===== src/rtl/mul_issue_stage.sv =====
// Two-entry issue pipeline wrapping an external signed 32x32 multiplier; fixes up the
// signed product for MULH/MULHSU/MULHU. Define MUL_OVF_DETECT_EN to enable MUL overflow flag.
module mul_issue_stage (
  input  logic        clk,
  input  logic        rst_n,
  input  logic        in_valid,
  output logic        in_ready,
  input  logic [1:0]  in_op,
  input  logic [31:0] in_a,
  input  logic [31:0] in_b,
  input  logic [3:0]  in_tag,
  output logic [31:0] mul_a,
  output logic [31:0] mul_b,
  input  logic [63:0] mul_product,
  output logic        out_valid,
  input  logic        out_ready,
  output logic [63:0] out_result,
  output logic        out_overflow,
  output logic [3:0]  out_tag
);

  typedef enum logic [1:0] {OP_MUL, OP_MULH, OP_MULHSU, OP_MULHU} mul_op_e;

  typedef struct packed {
    mul_op_e     op;
    logic [31:0] a;
    logic [31:0] b;
    logic [3:0]  tag;
  } req_t;

  typedef struct packed {
    logic [63:0] result;
`ifdef MUL_OVF_DETECT_EN
    logic        ovf;
`endif
    logic [3:0]  tag;
  } rsp_t;

  // vld_pipe[1] = S1 occupied, vld_pipe[2] = S2 occupied
  logic [2:1]  vld_pipe;
  req_t        s1_q;
  rsp_t        s2_q, s2_d;
  logic        adv, accept;
  logic [31:0] hi;
  logic [63:0] p;

  assign adv      = !vld_pipe[2] || out_ready;
  assign in_ready = rst_n && (!vld_pipe[1] || adv);
  assign accept   = in_valid && in_ready;

  assign mul_a = s1_q.a;
  assign mul_b = s1_q.b;

  // Unsigned operands are the signed ones plus 2^32 when bit 31 is set; only the
  // upper half of the product needs the cross-term corrections.
  always_comb begin
    hi = mul_product[63:32];
    if ((s1_q.op == OP_MULHSU || s1_q.op == OP_MULHU) && s1_q.b[31]) hi = hi + s1_q.a;
    if (s1_q.op == OP_MULHU && s1_q.a[31]) hi = hi + s1_q.b;
    p = {hi, mul_product[31:0]};
  end

  always_comb begin
    s2_d = '0;
    s2_d.tag = s1_q.tag;
    case (s1_q.op)
      OP_MUL:  s2_d.result = {{32{p[31]}}, p[31:0]};
      OP_MULHU: s2_d.result = {32'b0, p[63:32]};
      default: s2_d.result = {{32{p[63]}}, p[63:32]};
    endcase
`ifdef MUL_OVF_DETECT_EN
    s2_d.ovf = (s1_q.op == OP_MUL) && !((&p[63:31]) || !(|p[63:31]));
`endif
  end

  always_ff @(posedge clk or negedge rst_n) begin
    if (!rst_n) begin
      vld_pipe <= '0;
      s1_q     <= '0;
      s2_q     <= '0;
    end else begin
      if (adv) vld_pipe[2] <= vld_pipe[1];
      if (adv && vld_pipe[1]) s2_q <= s2_d;
      if (accept) begin
        vld_pipe[1] <= 1'b1;
        s1_q        <= '{op: mul_op_e'(in_op), a: in_a, b: in_b, tag: in_tag};
      end else if (adv) begin
        vld_pipe[1] <= 1'b0;
      end
    end
  end

  assign out_valid  = vld_pipe[2];
  assign out_result = s2_q.result;
  assign out_tag    = s2_q.tag;
`ifdef MUL_OVF_DETECT_EN
  assign out_overflow = s2_q.ovf;
`else
  assign out_overflow = 1'b0;
`endif

endmodule


===== config.mk =====
export PLATFORM = sky130hd
export DESIGN_NAME = mul_issue_stage
export DESIGN_NICKNAME = d
export VERILOG_FILES = /design/src/rtl/mul_issue_stage.sv
export SDC_FILE = /design/constraint.sdc
export NUM_CORES = 1
export LEC_CHECK = 0
export CORE_AREA = 3 3 124 156
export DETAILED_ROUTE_END_ITERATION = 12
export DIE_AREA = 0 0 127 159
export GPL_ROUTABILITY_DRIVEN = 0
export PLACE_DENSITY_LB_ADDON = 0.12
export RECOVER_POWER = 50
export SYNTH_ARGS = -nofsm -noshare
export SYNTH_HDL_FRONTEND = slang
export SYNTH_SLANG_ARGS = --single-unit

===== constraint.sdc =====
create_clock -name clk -period 5.8 [get_ports clk]
set_input_delay 1.16 -clock clk [delete_from_list [all_inputs] [get_ports clk]]
set_output_delay 1.16 -clock clk [all_outputs]
set_load 0.02 [all_outputs]

==> metrics.txt <==
proportion of netlist area held by the largest area contributor 31.7%; 1st-iter DRT viols 341; number of clock sinks seen by CTS 109; insertion delay of the later-clocked pin in the worst-skew pair 350 ps; clock share of power 12.8%; nature of the critical path startpoint input port; top_reg_cell synth dfrtp_1; final critical delay including setup and external delays 5570 ps; Root Buffer clkbuf_16; compound-gate portion of the synthesized area 19.8%; Hold Fails Final Rpt 0; clock tree buffer depth 2; count of placed standard cells in the final layout, fillers left out 1447; Post-Synthesis Net Count 1172; number of library cell types mapped by synthesis 64; setup ws final 226 ps; cell count after placement 1428; Synth area leader dfrtp_1; launch instance of the worst min-delay path s1_q[1]; aggregate negative setup slack 0 ps; share of synthesized cell area in full adder, half adder and majority cells 9.92%; Pwr Total 4.43 mW; run status finished with violations; Syn-to-layout area delta 37.7%; Period Utilization, post-route 96.1%; multiplexer area fraction after synthesis 9.51%; clock tree from TritonCTS done; worst-margin pin slew 2640 ps; fill cell total of the finished layout 1552; area enclosed by the die boundary 0.0202 sq mm; number of global-route vias before repair 7850; final layout net count 1421; combinational family with the most area after synthesis compound AO/OA/AOI/OAI gates; post-synthesis cell count 967; Clock Pin Slew Worst Setup and Hold Paths 70 ps; destination of the worst register-to-register timing path out_result[30]; static leakage power 5.25 nW; combinational cell fraction of total power 62.4%; number of enable flip-flop cells after synthesis 0; Post-Synthesis Mean Instance Area 8.90 sq um; number of primary I/O pins 273; total routing resource utilization after global routing 23.9%; pin count of the biggest net entering global routing 72; worst setup path class in -> reg; Crit Reg-Reg Startpoint mul_a[3]; maximum fanout along the worst path 6; crit path DAT 5840 ps; number of cell rows 55; CP endpoint kind register; Req. time, crit path 6060 ps; Cells on Worst Hold Path 2; remaining routing DRC violations 0; final global-route overflow total 0; dpl hpwl 19.5 mm; XOR/XNOR share of the synthesized area 5.60%; Final Slew Violations 113; netlist area before placement 0.00861 sq mm; worst max-slew margin expressed relative to the limit -76.2%; YS warnings 0; Die Height 159 microns; simple-gate area share of the yosys netlist 12.9%; dominant cells by area after synthesis dfrtp_1 (32%), ha_1 (9.5%), mux2_2 (9.2%); switching share of power 42.1%; Reg2Reg Setup Slack 1070 ps; Initial DRT Pass Iterations 5; Setup Viol. Count Final 0; antenna cells 0; number of storage elements in the synthesis netlist 109; share of async-settable or async-resettable flops after synthesis 100%; Max-cap violations 2; cell internal pwr 2.57 mW; count of buffers inserted at the top-level ports 271; global-route wire length before repair 39.6 mm; final standard cell utilization of the core 65.7%; total CTS buffers 9; die width 127 microns; antenna violations before repair 1; WL final 24.5 mm; worst supply voltage drop on vdd 0.161 mV; violated checks capacitance limit, slew limit; worst clock skew 8.67 ps; fraction of the yosys area taken by sequential cells 31.7%; deepest level of the CTS H-tree 3; Worst Reg2Reg Path Length in Cells 21; share of post-route cells with drive strength above 1 17.6%; achievable frequency 179 MHz; detailed-route wire length per cell 16.9 microns; Placement Setup Slack -523 ps; net switching component of the power 1.86 mW; total vias in the final route 7809; via-per-instance ratio 5.40; worst-case hold path end point out_tag[1]; power per cell area 374 mW/mm^2; core area 0.0180 sq mm; Tightest Hold Check Type reg -> reg; number of routed nets with antenna violations 0; Initial Util 47.7%; portion of total power attributed to sequential cells 24.8%
==> cells by family (layout without fill, tap and decap cells) <==
logic type,count (synthesis),count (layout)
AOI/OAI and AO/OA,267,267
DFF,109,109
other,1,1
xor gates and xnor gates,55,55
buffers and inverters,144,396
adders and majority gates,67,67
muxes,73,73
and+or+nand+nor,251,251
==> cell type report <==
class / instances / area (sq um) / area share, %
well taps: 228 / 285 / 2.41
clock buffers: 10 / 229 / 1.93
flip-flops and latches: 109 / 2730 / 23.0
clock inverters: 4 / 26.3 / 0.222
repair buffers: 366 / 3420 / 28.8
multi-input cells: 714 / 5100 / 43.1
inverters: 16 / 60.1 / 0.507
==> critical path, stage by stage <==
cell and delay (ps):
clkdlybuf4s50_1 490, ha_2 190, fa_2 200, a21o_1 130
a21oi_2 70, o21ai_2 200, a32oi_2 160, buf_4 150
buf_4 120, buf_4 120, buf_4 120, buf_4 130
o21a_1 230, o211ai_1 170, o211ai_1 130, xnor2_1 180
o21ai_1 70, buf_4 160, ha_4 260, buf_4 120
and3_1 180, a21boi_2 230, o31ai_4 110, a311oi_2 260
xor2_1 210, mux2i_1 120, o21ai_0 170
==> layer usage <==
layer	track usage [%]	routed length (microns)
met1	32.3	10900
met2	39.8	11600
met3	4.93	1600
met5	0	13
met4	5.17	388
==> synth_stat cells, types with 5 or more instances <==
cell type,count
a211oi_1,6
a21o_1,25
a21oi_1,77
a221oi_1,8
a31oi_1,7
and3_1,10
buf_4,96
clkbuf_1,29
dfrtp_1,109
ha_1,65
inv_1,16
mux2_2,70
nand2_1,114
nand2b_1,9
nand3_1,16
nand4_1,8
nor2_1,62
nor2b_1,6
nor3_1,6
o211ai_1,6
o21a_1,7
o21ai_0,69
o21ai_1,9
o21bai_1,5
o22ai_1,11
or3_1,8
xnor2_1,32
xor2_1,23
==> sequential cells by signal, summed over array words and instances (netlist names) <==
| signal | count |
|---|---|
| vld_pipe | 2 |
| mul_a | 32 |
| out_tag | 4 |
| s1_q | 6 |
| mul_b | 32 |
| out_result | 33 |
==> stage by stage <==
stage                     instance area (sq um)  hold WS, ps
after detailed placement                  11500          451
after CTS                                 11800          468
after global placement                    11500          439
after global routing                      11800          495
after floorplan                            8610          433
final                                     11800          467
==> power groups by stage <==
stage | Sequential [mW] | Clock [mW] | Combinational [mW]
after global routing | 1.13 | 0.609 | 3.01
after global placement | 1.11 | 0 | 2.72
after CTS | 1.10 | 0.581 | 2.78
after floorplan | 1.20 | 0 | 1.70
final | 1.10 | 0.567 | 2.76
after detailed placement | 1.12 | 0 | 2.75
==> repair_timing <==
| action | 4_1_cts | 5_1_grt |
|---|---|---|
| setup endpoints to repair | 9 | 10 |
| resized for setup | 5 | 23 |
| pin swaps | 2 | 10 |
| setup buffers | 4 | 1 |
| hold buffers | 0 | 0 |
==> cell usage in the layout, fill, tap and decap left out, drive strengths merged, types with 23 or more instances in the layout <==
cell	count
clkdlybuf4s50	205
nand2	114
dfrtp	109
buf	94
o21ai	80
a21oi	78
mux2	70
dlygate4sd3	65
ha	65
nor2	62
xnor2	32
a21o	25
xor2	23
==> worst max path at each step <==
stage	cells past startpoint	endpoint	slack [ps]	startpoint
detailed placement	22	out_result[31]	-520	mul_product[32]
CTS	23	out_result[30]	40	mul_product[32]
floorplan	22	out_result[30]	410	mul_product[32]
global placement	23	out_result[30]	-310	mul_product[32]
finish	27	out_result[28]	230	mul_product[32]
global route	27	out_result[28]	-10	mul_product[32]
No activity file was read; power rests on OpenSTA's default activity.
